### config.mk
export PLATFORM = sky130hd
export DESIGN_NAME = ip_tx_noc_in_parser
export DESIGN_NICKNAME = d
export VERILOG_FILES = /design/src/rtl/ip_tx_noc_in_pkg.sv /design/src/rtl/ip_tx_noc_in_parser_datap.sv /design/src/rtl/ip_tx_noc_in_parser.sv
export SDC_FILE = /design/constraint.sdc
export NUM_CORES = 1
export LEC_CHECK = 0
export CAP_MARGIN = 20
export CORE_AREA = 2 2 450 452
export CTS_CLUSTER_DIAMETER = 30
export CTS_CLUSTER_SIZE = 8
export DETAILED_ROUTE_END_ITERATION = 7
export DIE_AREA = 0 0 452 454
export GPL_ROUTABILITY_DRIVEN = 0
export PLACE_DENSITY_LB_ADDON = 0.1
export SLEW_MARGIN = 20
export SYNTH_ARGS = -nofsm -noshare
export SYNTH_HDL_FRONTEND = slang
export SYNTH_HIERARCHICAL = 1
export SYNTH_SLANG_ARGS = --single-unit
### constraint.sdc
create_clock -name clk -period 8.38 [get_ports clk]
set_input_delay 2.514 -clock clk [delete_from_list [all_inputs] [get_ports clk]]
set_output_delay 2.514 -clock clk [all_outputs]
set_load 0.02 [all_outputs]
### src/rtl/ip_tx_noc_in_pkg.sv
// Shared types for the IP TX NoC input parser: flit layouts, widths and FSM states.
package ip_tx_noc_in_pkg;

  localparam int NOC_DATA_WIDTH   = 512;
  localparam int NOC_DATA_BYTES   = NOC_DATA_WIDTH / 8;
  localparam int NOC_BYTES_W      = $clog2(NOC_DATA_BYTES);
  localparam int MAC_INTERFACE_W  = NOC_DATA_WIDTH;
  localparam int MAC_PADBYTES_W   = NOC_BYTES_W;
  localparam int IP_ADDR_W        = 32;
  localparam int TOT_LEN_W        = 16;
  localparam int PROTOCOL_W       = 8;
  localparam int XY_WIDTH         = 8;
  localparam int MSG_LENGTH_WIDTH = 16;
  localparam int MSG_TYPE_W       = 8;

  localparam logic [MSG_TYPE_W-1:0] IP_TX_DATAGRAM = 8'h0c;

  localparam logic [2:0] ST_RX_HDR   = 3'd0;
  localparam logic [2:0] ST_RX_META  = 3'd1;
  localparam logic [2:0] ST_META_OUT = 3'd2;
  localparam logic [2:0] ST_DATA     = 3'd3;
  localparam logic [2:0] ST_DRAIN    = 3'd4;

  typedef enum logic [2:0] {
    RX_HDR   = ST_RX_HDR,
    RX_META  = ST_RX_META,
    META_OUT = ST_META_OUT,
    DATA     = ST_DATA,
    DRAIN    = ST_DRAIN
  } parser_state_e;

  typedef struct packed {
    logic [XY_WIDTH-1:0]         dst_x;
    logic [XY_WIDTH-1:0]         dst_y;
    logic [MSG_LENGTH_WIDTH-1:0] msg_len;
    logic [MSG_TYPE_W-1:0]       msg_type;
    logic [XY_WIDTH-1:0]         src_x;
    logic [XY_WIDTH-1:0]         src_y;
    logic [7:0]                  metadata_flits;
    logic [NOC_DATA_WIDTH-64-1:0] pad;
  } beehive_noc_hdr_flit;

  typedef struct packed {
    logic [IP_ADDR_W-1:0]  src_ip;
    logic [IP_ADDR_W-1:0]  dst_ip;
    logic [TOT_LEN_W-1:0]  data_payload_len;
    logic [PROTOCOL_W-1:0] protocol;
    logic [NOC_DATA_WIDTH-88-1:0] pad;
  } ip_tx_metadata_flit;

endpackage

### src/rtl/ip_tx_noc_in_parser_datap.sv
// Datapath of the parser: header checks, metadata registers, beat/drain counters
// and tail padding for the final beat.
module ip_tx_noc_in_parser_datap
  import ip_tx_noc_in_pkg::*;
#(
  parameter int SRC_X = -1,
  parameter int SRC_Y = -1
) (
  input  logic                        clk,
  input  logic                        rst_n,
  input  logic [NOC_DATA_WIDTH-1:0]   flit_i,
  input  logic                        store_hdr_i,
  input  logic                        store_meta_i,
  input  logic                        load_drain_i,
  input  logic                        dec_data_i,
  input  logic                        dec_drain_i,
  output logic                        hdr_ok_o,
  output logic                        hdr_len_zero_o,
  output logic                        data_cnt_zero_o,
  output logic                        data_cnt_one_o,
  output logic                        drain_cnt_one_o,
  output logic [IP_ADDR_W-1:0]        src_ip_o,
  output logic [IP_ADDR_W-1:0]        dst_ip_o,
  output logic [TOT_LEN_W-1:0]        payload_len_o,
  output logic [PROTOCOL_W-1:0]       protocol_o,
  output logic [XY_WIDTH-1:0]         src_x_o,
  output logic [XY_WIDTH-1:0]         src_y_o,
  output logic [MAC_PADBYTES_W-1:0]   padbytes_o
);

  localparam logic [XY_WIDTH-1:0]         OWN_X   = XY_WIDTH'(SRC_X);
  localparam logic [XY_WIDTH-1:0]         OWN_Y   = XY_WIDTH'(SRC_Y);
  localparam logic [MSG_LENGTH_WIDTH-1:0] CNT_ONE = MSG_LENGTH_WIDTH'(1);

  beehive_noc_hdr_flit hdr;
  ip_tx_metadata_flit  meta;
  logic                unused_flit_bits;

  assign hdr  = flit_i;
  assign meta = flit_i;
  assign unused_flit_bits = ^{hdr.pad, meta.pad};

  logic [IP_ADDR_W-1:0]        src_ip_q, src_ip_d;
  logic [IP_ADDR_W-1:0]        dst_ip_q, dst_ip_d;
  logic [TOT_LEN_W-1:0]        len_q, len_d;
  logic [PROTOCOL_W-1:0]       proto_q, proto_d;
  logic [XY_WIDTH-1:0]         src_x_q, src_x_d;
  logic [XY_WIDTH-1:0]         src_y_q, src_y_d;
  logic [MSG_LENGTH_WIDTH-1:0] data_cnt_q, data_cnt_d;
  logic [MSG_LENGTH_WIDTH-1:0] drain_cnt_q, drain_cnt_d;
  logic [MSG_LENGTH_WIDTH-1:0] beats_calc;
  logic [NOC_BYTES_W-1:0]      meta_len_low;
  logic [NOC_BYTES_W-1:0]      len_low;

  assign hdr_ok_o = (hdr.msg_type == IP_TX_DATAGRAM) && (hdr.metadata_flits == 8'd1) &&
                    (hdr.dst_x == OWN_X) && (hdr.dst_y == OWN_Y);
  assign hdr_len_zero_o = (hdr.msg_len == '0);

  // A partial trailing flit still costs a whole beat.
  assign meta_len_low = meta.data_payload_len[NOC_BYTES_W-1:0];
  assign beats_calc   = MSG_LENGTH_WIDTH'(meta.data_payload_len >> NOC_BYTES_W) +
                        MSG_LENGTH_WIDTH'(meta_len_low != '0);

  always_comb begin
    src_ip_d    = src_ip_q;
    dst_ip_d    = dst_ip_q;
    len_d       = len_q;
    proto_d     = proto_q;
    src_x_d     = src_x_q;
    src_y_d     = src_y_q;
    data_cnt_d  = data_cnt_q;
    drain_cnt_d = drain_cnt_q;
    if (store_hdr_i) begin
      src_x_d = hdr.src_x;
      src_y_d = hdr.src_y;
    end
    if (load_drain_i) begin
      drain_cnt_d = hdr.msg_len;
    end else if (dec_drain_i && drain_cnt_q != '0) begin
      drain_cnt_d = drain_cnt_q - CNT_ONE;
    end
    if (store_meta_i) begin
      src_ip_d   = meta.src_ip;
      dst_ip_d   = meta.dst_ip;
      len_d      = meta.data_payload_len;
      proto_d    = meta.protocol;
      data_cnt_d = beats_calc;
    end else if (dec_data_i && data_cnt_q != '0) begin
      data_cnt_d = data_cnt_q - CNT_ONE;
    end
  end

  always_ff @(posedge clk or negedge rst_n) begin
    if (!rst_n) begin
      src_ip_q    <= '0;
      dst_ip_q    <= '0;
      len_q       <= '0;
      proto_q     <= '0;
      src_x_q     <= '0;
      src_y_q     <= '0;
      data_cnt_q  <= '0;
      drain_cnt_q <= '0;
    end else begin
      src_ip_q    <= src_ip_d;
      dst_ip_q    <= dst_ip_d;
      len_q       <= len_d;
      proto_q     <= proto_d;
      src_x_q     <= src_x_d;
      src_y_q     <= src_y_d;
      data_cnt_q  <= data_cnt_d;
      drain_cnt_q <= drain_cnt_d;
    end
  end

  assign data_cnt_zero_o = (data_cnt_q == '0);
  assign data_cnt_one_o  = (data_cnt_q == CNT_ONE);
  assign drain_cnt_one_o = (drain_cnt_q == CNT_ONE);

  // Pad width equals the byte-offset width, so 0 - low wraps to NOC_DATA_BYTES - low.
  assign len_low    = len_q[NOC_BYTES_W-1:0];
  assign padbytes_o = (data_cnt_one_o && len_low != '0) ? (MAC_PADBYTES_W'(0) - len_low) : '0;

  assign src_ip_o      = src_ip_q;
  assign dst_ip_o      = dst_ip_q;
  assign payload_len_o = len_q;
  assign protocol_o    = proto_q;
  assign src_x_o       = src_x_q;
  assign src_y_o       = src_y_q;

endmodule

### src/rtl/ip_tx_noc_in_parser.sv
// IP_TX_DATAGRAM receive parser: header + metadata flit in, metadata out on
// val/rdy, then payload beats passed straight through with last/padbytes.
module ip_tx_noc_in_parser
  import ip_tx_noc_in_pkg::*;
#(
  parameter int SRC_X = -1,
  parameter int SRC_Y = -1
) (
  input  logic                       clk,
  input  logic                       rst_n,
  input  logic                       noc0_ctovr_parser_val,
  input  logic [NOC_DATA_WIDTH-1:0]  noc0_ctovr_parser_data,
  output logic                       parser_noc0_ctovr_rdy,
  output logic                       parser_dst_meta_val,
  output logic [IP_ADDR_W-1:0]       parser_dst_src_ip,
  output logic [IP_ADDR_W-1:0]       parser_dst_dst_ip,
  output logic [TOT_LEN_W-1:0]       parser_dst_payload_len,
  output logic [PROTOCOL_W-1:0]      parser_dst_protocol,
  output logic [XY_WIDTH-1:0]        parser_dst_src_x,
  output logic [XY_WIDTH-1:0]        parser_dst_src_y,
  input  logic                       dst_parser_meta_rdy,
  output logic                       parser_dst_data_val,
  output logic [MAC_INTERFACE_W-1:0] parser_dst_data,
  output logic                       parser_dst_data_last,
  output logic [MAC_PADBYTES_W-1:0]  parser_dst_data_padbytes,
  input  logic                       dst_parser_data_rdy,
  output logic                       parser_err_drop,
  output logic [2:0]                 dbg_state_o
);

  // Handshakes: a transfer happens on a rising edge where val and rdy are both 1;
  // val never depends on rdy of the same interface, and payload moves through
  // combinationally so NoC rdy mirrors the downstream data rdy in DATA.

  logic [2:0] state_q, state_d;
  logic       err_q, err_d;
  logic       store_hdr, store_meta, load_drain, dec_data, dec_drain;
  logic       hdr_ok, hdr_len_zero, data_cnt_zero, data_cnt_one, drain_cnt_one;
  logic [MAC_PADBYTES_W-1:0] padbytes;
  logic       in_data;

  ip_tx_noc_in_parser_datap #(
    .SRC_X (SRC_X),
    .SRC_Y (SRC_Y)
  ) u_datap (
    .clk             (clk),
    .rst_n           (rst_n),
    .flit_i          (noc0_ctovr_parser_data),
    .store_hdr_i     (store_hdr),
    .store_meta_i    (store_meta),
    .load_drain_i    (load_drain),
    .dec_data_i      (dec_data),
    .dec_drain_i     (dec_drain),
    .hdr_ok_o        (hdr_ok),
    .hdr_len_zero_o  (hdr_len_zero),
    .data_cnt_zero_o (data_cnt_zero),
    .data_cnt_one_o  (data_cnt_one),
    .drain_cnt_one_o (drain_cnt_one),
    .src_ip_o        (parser_dst_src_ip),
    .dst_ip_o        (parser_dst_dst_ip),
    .payload_len_o   (parser_dst_payload_len),
    .protocol_o      (parser_dst_protocol),
    .src_x_o         (parser_dst_src_x),
    .src_y_o         (parser_dst_src_y),
    .padbytes_o      (padbytes)
  );

  always_comb begin
    state_d               = state_q;
    err_d                 = 1'b0;
    parser_noc0_ctovr_rdy = 1'b0;
    parser_dst_meta_val   = 1'b0;
    parser_dst_data_val   = 1'b0;
    store_hdr             = 1'b0;
    store_meta            = 1'b0;
    load_drain            = 1'b0;
    dec_data              = 1'b0;
    dec_drain             = 1'b0;
    case (state_q)
      ST_RX_HDR: begin
        parser_noc0_ctovr_rdy = 1'b1;
        if (noc0_ctovr_parser_val) begin
          store_hdr = 1'b1;
          if (hdr_ok) begin
            state_d = ST_RX_META;
          end else begin
            err_d = 1'b1;
            if (!hdr_len_zero) begin
              load_drain = 1'b1;
              state_d    = ST_DRAIN;
            end
          end
        end
      end
      ST_RX_META: begin
        parser_noc0_ctovr_rdy = 1'b1;
        if (noc0_ctovr_parser_val) begin
          store_meta = 1'b1;
          state_d    = ST_META_OUT;
        end
      end
      ST_META_OUT: begin
        parser_dst_meta_val = 1'b1;
        if (dst_parser_meta_rdy) begin
          state_d = data_cnt_zero ? ST_RX_HDR : ST_DATA;
        end
      end
      ST_DATA: begin
        parser_dst_data_val   = noc0_ctovr_parser_val;
        parser_noc0_ctovr_rdy = dst_parser_data_rdy;
        if (noc0_ctovr_parser_val && dst_parser_data_rdy) begin
          dec_data = 1'b1;
          if (data_cnt_one) state_d = ST_RX_HDR;
        end
      end
      ST_DRAIN: begin
        parser_noc0_ctovr_rdy = 1'b1;
        if (noc0_ctovr_parser_val) begin
          dec_drain = 1'b1;
          if (drain_cnt_one) state_d = ST_RX_HDR;
        end
      end
      default: state_d = ST_RX_HDR;
    endcase
  end

  always_ff @(posedge clk or negedge rst_n) begin
    if (!rst_n) begin
      state_q <= ST_RX_HDR;
      err_q   <= 1'b0;
    end else begin
      state_q <= state_d;
      err_q   <= err_d;
    end
  end

  assign in_data                  = (state_q == ST_DATA);
  assign parser_dst_data          = noc0_ctovr_parser_data;
  assign parser_dst_data_last     = in_data && data_cnt_one;
  assign parser_dst_data_padbytes = in_data ? padbytes : '0;
  assign parser_err_drop          = err_q;
  assign dbg_state_o              = state_q;

endmodule

-- Word level (Yosys, flattened, before mapping)
Cells that the tools add are included.
- multiply operators: 0
- divide/modulo/power cells: 0
- bitwise gates (word level): 0
- $lt $le $gt $ge: 0
- shift operators: 0
- reduce and logical (&&, ||, !) cells: 19
- equal/unequal tests: 18
- add/subtract/negate cells: 4
- mux-type cells: 33
- operators with widths (kind ; count):
    2-to-1 mux 16 bit ; 4
    == test 16 x 1 -> 1 bit (second input constant) ; 2
    zero test 16 bit ; 2
    nonzero test 16 bit ; 2
    subtractor 16 x 1 -> 16 bit (second input constant) ; 2
    2-to-1 mux 3 bit ; 9
    == test 8 bit (second input constant) ; 2
    2-to-1 mux 1 bit ; 15
    one-hot mux 3 bit (5 select lines) ; 1
    2-to-1 mux 6 bit ; 2
    != test 2 bit (second input constant) ; 6
    nonzero test 6 bit ; 2
    adder 10 x 1 -> 11 bit ; 1
    == test 8 x 1 -> 1 bit (second input constant) ; 1
    == test 8 x 4 -> 1 bit (second input constant) ; 1
    logical AND 1 bit ; 8
    AND reduction 8 bit ; 1
    == test 3 x 2 -> 1 bit (second input constant) ; 2
    subtractor 1 x 6 -> 6 bit (first input constant) ; 1
    nonzero test 2 bit ; 2
    == test 3 x 1 -> 1 bit (second input constant) ; 1
    == test 3 bit (second input constant) ; 1
    zero test 3 bit ; 1
    != test 3 bit (second input constant) ; 1
    4 further kinds ; 4
- bits of input ports: 517
- bits in read-only memories: 0
- register bits after elaboration: 140
- bits in latches: 0
- memories: 0
- memory bits (writable): 0

-- Longest topological paths before layout
- depth after elaboration: 8
- mapped depth: 9
- depth with buffers taken out: 8

-- Modules after synthesis
The synthesis kept the hierarchy.
- modules (own cells, without submodules) (module ; area an instance (um^2) ; cells each ; times used):
    ip_tx_noc_in_parser_datap ; 6296.0 ; 534 ; 1
    ip_tx_noc_in_parser ; 4190.3 ; 555 ; 1

-- Worst setup path before layout
OpenSTA, ideal clock, no wires.
- kind: input -> output
- start: in dst_parser_data_rdy
- end: out parser_noc0_ctovr_rdy
- stages: 2
- setup slack: 2.935 ns
- path buffers: 0
- arrival: 2.931 ns
- required time: 5.866 ns
- cells stage by stage: nand2_1 -> a22oi_1
- longest elaborated chain between the ends: 1
- RTL lines (item ; RTL line ; source):
    from (decl) ; ip_tx_noc_in_parser.sv:26 ; input logic dst_parser_data_rdy,
    one-hot mux 1 bit (2 select lines) ; ip_tx_noc_in_parser.sv:79 ; case (state_q)
    to (decl) ; ip_tx_noc_in_parser.sv:13 ; output logic parser_noc0_ctovr_rdy,
Every way passes these cells.

-- Final worst setup path
- start: in noc0_ctovr_parser_data[511]
- end: out parser_dst_data[511]
- RTL lines (item ; RTL line ; source):
    from (decl) ; ip_tx_noc_in_parser.sv:12 ; input logic [NOC_DATA_WIDTH-1:0] noc0_ctovr_parser_data,
    to (decl) ; ip_tx_noc_in_parser.sv:23 ; output logic [MAC_INTERFACE_W-1:0] parser_dst_data,
No word-level cell between the ends.

==> flow_summary_export.csv <==
group,metric,value,unit
outcome,status,"complete, no violations",
die,die_area,205200,um^2
logic_synthesis,synth_area_leaders,"buf_4 37%, dfrtp_1 33%, mux2_2 11%",
setup_path,cp_cell_sequence,"clkdlybuf4s50_1, clkdlybuf4s50_1",
power,leakagePower,0.004586,uW
setup_path,r2r_slack,4.96,ns
setup_path,reg2reg_depth,7,
setup_path,crit_cells,2,
sta,maxSlewHeadroom,31.58,%
clocking,htreeDepth,4,
placement,place.detailed.hpwl,55640,um
sta,fin_tns_setup,0,ns
clocking,numCtsBuffers,17,
setup_path,worstSetupEndpoint,"parser_dst_data[511]",
placement,post_dp_cell_area,12990,um^2
setup_path,worstReg2RegStart,"dbg_state_o[0]",
grt,antenna_found_initial,3,
setup_path,arrival,4.04,ns
setup_path,path_common_cell,"clkdlybuf4s50_1",
setup_path,start_kind,"primary input",
grt,gr-total-overflow,0,
setup_path,cp.required,5.87,ns
setup_path,crit_slowest_cell,"clkdlybuf4s50_1",
die,die_x,452,um
drt,dr.pass1.iters,4,
sta,tightest_slew,1.017,ns
run,drv_cap,0,
logic_synthesis,yosys_warnings,6,
clocking,cts_sinks,140,
logic_synthesis,ys_types,60,
setup_path,path_class,"primary input to output port",
sta,drv_slew,0,
setup_path,rr_endpoint,"u_datap/data_cnt_q[11]",
logic_synthesis,synth_enable_flop_cells,0,
logic_synthesis,ys.flop_type,"dfrtp_1",
clocking,cts_tree,"done",
cells_and_area,syn_to_final_growth,29.97,%
setup_path,critical-path-top-delay-family,"buffers and inverters",
grt,grt_max_degree,116,
clocking,insertion_delay,0.52,ns
cells_and_area,stdcell_area,13630,um^2
sta,timing.hold.ws,0.4905,ns
die,start_util,5.220,%
power,peakVddDrop,0.1734,mV
logic_synthesis,postSynthCellCount,1089,
sta,finalCritPeriodShare,78.24,%
sta,finClkSkew,0.01439,ns
grt,grt_pass1_wl,81130,um
clocking,path_clk_slew,0.08,ns
setup_path,max_stage_delay,0.80,ns
cells_and_area,multi_input_area,2969,um^2
logic_synthesis,ys_seq_area_share,33.41,%
cells_and_area,fillers,23440,
sta,finalHoldViolations,0,
power,p_per_area,144.3,nW/um^2
die,core,200900,um^2
setup_path,worstPathMaxFanout,3,
worst_hold_path,hp-class,"flop to flop",
clocking,clockBufferDepth,2,
cells_and_area,drive_gt1_share,18.65,%
die,die_h,454,um
clocking,cts_hold_buf,0,
logic_synthesis,synth_top_area_share,36.73,%
logic_synthesis,syn-cell-area,10490,um^2
grt,track_usage,6.175,%
sta,rsz0062_at_grt,"false",
drt,drt-total-wl,65200,um
drt,num_vias,6500,
logic_synthesis,yosysTopAreaCell,"buf_4",
cells_and_area,layout.nets,1401,
clocking,post_cts_resized,0,
sta,max_freq,152.5,MHz
die,rows,165,
drt,ant_nets,0,
grt,grt_pass1_vias,7159,
setup_path,timing.critical_path.buf_inv,2,
clocking,cts_root_buffer,"clkbuf_16",
drt,drtIter0Drc,176,
sta,setup_viol,0,
logic_synthesis,synthArstFlopShare,100.0,%
setup_path,setup.worst_path.start,"noc0_ctovr_parser_data[511]",
sta,min_period,6.557,ns
placement,port-buffer-count,298,
cells_and_area,seq_area,3503,um^2
cells_and_area,n_antenna_cell,0,
drt,post-route-drc-count,0,
logic_synthesis,syn-num-nets,1613,
drt,vias_per_cell,1.825,
drt,routedWlPerCell,18.30,um
clocking,post_cts_buffers,0,
logic_synthesis,syn_avg_cell_area,9.629,um^2
setup_path,end_kind,"output port",
logic_synthesis,ys_ff_latch,140,
die,io_pins,1147,
## stage by stage
stage          instances  total power (uW)  setup WS [ns]  utilization, %
2_1_floorplan       1089              1207          2.935               -
3_3_place_gp        3530              1086          1.586           6.462
3_5_place_dp        3530              1083          1.614           6.465
4_1_cts             3562              2050          1.614           6.785
5_1_grt             3562              2084          1.703           6.785
6_report            3562              1966          1.823           6.785
## placed cells by master, fill, tap and decap left out, types with 10 or more instances in the layout
| cell | Yosys | routed |
|---|---|---|
| clkdlybuf4s50_1 | 0 | 297 |
| dfrtp_1 | 140 | 140 |
| mux2_2 | 105 | 105 |
| nor2_1 | 40 | 40 |
| nand2_1 | 33 | 33 |
| inv_1 | 20 | 20 |
| clkbuf_16 | 0 | 17 |
| nor4_1 | 16 | 16 |
| nand3_1 | 16 | 16 |
| o21ai_0 | 15 | 15 |
| nor3_1 | 12 | 12 |
| or4_1 | 12 | 12 |
| a31oi_1 | 12 | 12 |
| nand4_1 | 11 | 11 |
| and2_1 | 10 | 10 |
| a21oi_1 | 10 | 10 |
## synthesized netlist by cell type (9+ instances only)
library cell and instances:
nand4_1 11, and2_1 10, or4_1 12, a21oi_1 10
nor4_1 16, o21ai_0 15, nor3_1 12, clkbuf_1 23
nor2_1 40, inv_1 20, buf_4 513, mux2_2 105
a31oi_1 12, dfrtp_1 140, nand3_1 16, nand2_1 33
or3_1 9
## per-layer routing
metal	up-vias	part of all wire [%]	GRT usage, %
li1	2726	-	-
met1	3037	21	3.630
met2	557	58	12.36
met3	180	16	4.553
met4	0	5.5	3.752
met5	-	0	0
## registers in the layout, indices dropped and copies added, names as in the netlist
register / cells
u_datap/src_y_o: 8
u_datap/src_ip_o: 32
u_datap/payload_len_o: 16
parser_err_drop: 1
u_datap/drain_cnt_q: 16
u_datap/data_cnt_q: 16
u_datap/dst_ip_o: 32
u_datap/src_x_o: 8
u_datap/protocol_o: 8
dbg_state_o: 3
## kinds of logic after synthesis
logic type | synth area share, %
fa+ha+maj | 0.8352
mux | 11.37
simple gates | 10.20
xor+xnor | 0.8353
flops | 33.41
buf+inv | 38.54
compound gates | 4.809
## report_power, final
group | internal [uW] | switching, uW | total, uW
registers | 712 | 43.8 | 755
logic | 141 | 164 | 305
clock network | 511 | 395 | 906
## how the worst min path moves through the flow
stage,start,cells after the start,to,slack [ns]
after floorplan,u_datap/data_cnt_q[1],2,u_datap/data_cnt_q[1],0.51
after global placement,u_datap/payload_len_o[15],1,u_datap/payload_len_o[15],0.48
after detailed placement,u_datap/payload_len_o[15],1,u_datap/payload_len_o[15],0.48
after CTS,u_datap/payload_len_o[15],1,u_datap/payload_len_o[15],0.50
after global routing,u_datap/payload_len_o[15],1,u_datap/payload_len_o[15],0.52
final,u_datap/payload_len_o[15],1,u_datap/payload_len_o[15],0.49
## layout make-up
cell class / instances / share of cell area [%]
tap: 2672 / 24.53
inverter: 21 / 0.5784
multi-input combinational: 388 / 21.78
clock buffer: 18 / 3.222
sequential: 140 / 25.70
timing repair buffer: 309 / 22.68
clock inverter: 14 / 1.496
No activity file was read; power rests on OpenSTA's default activity.
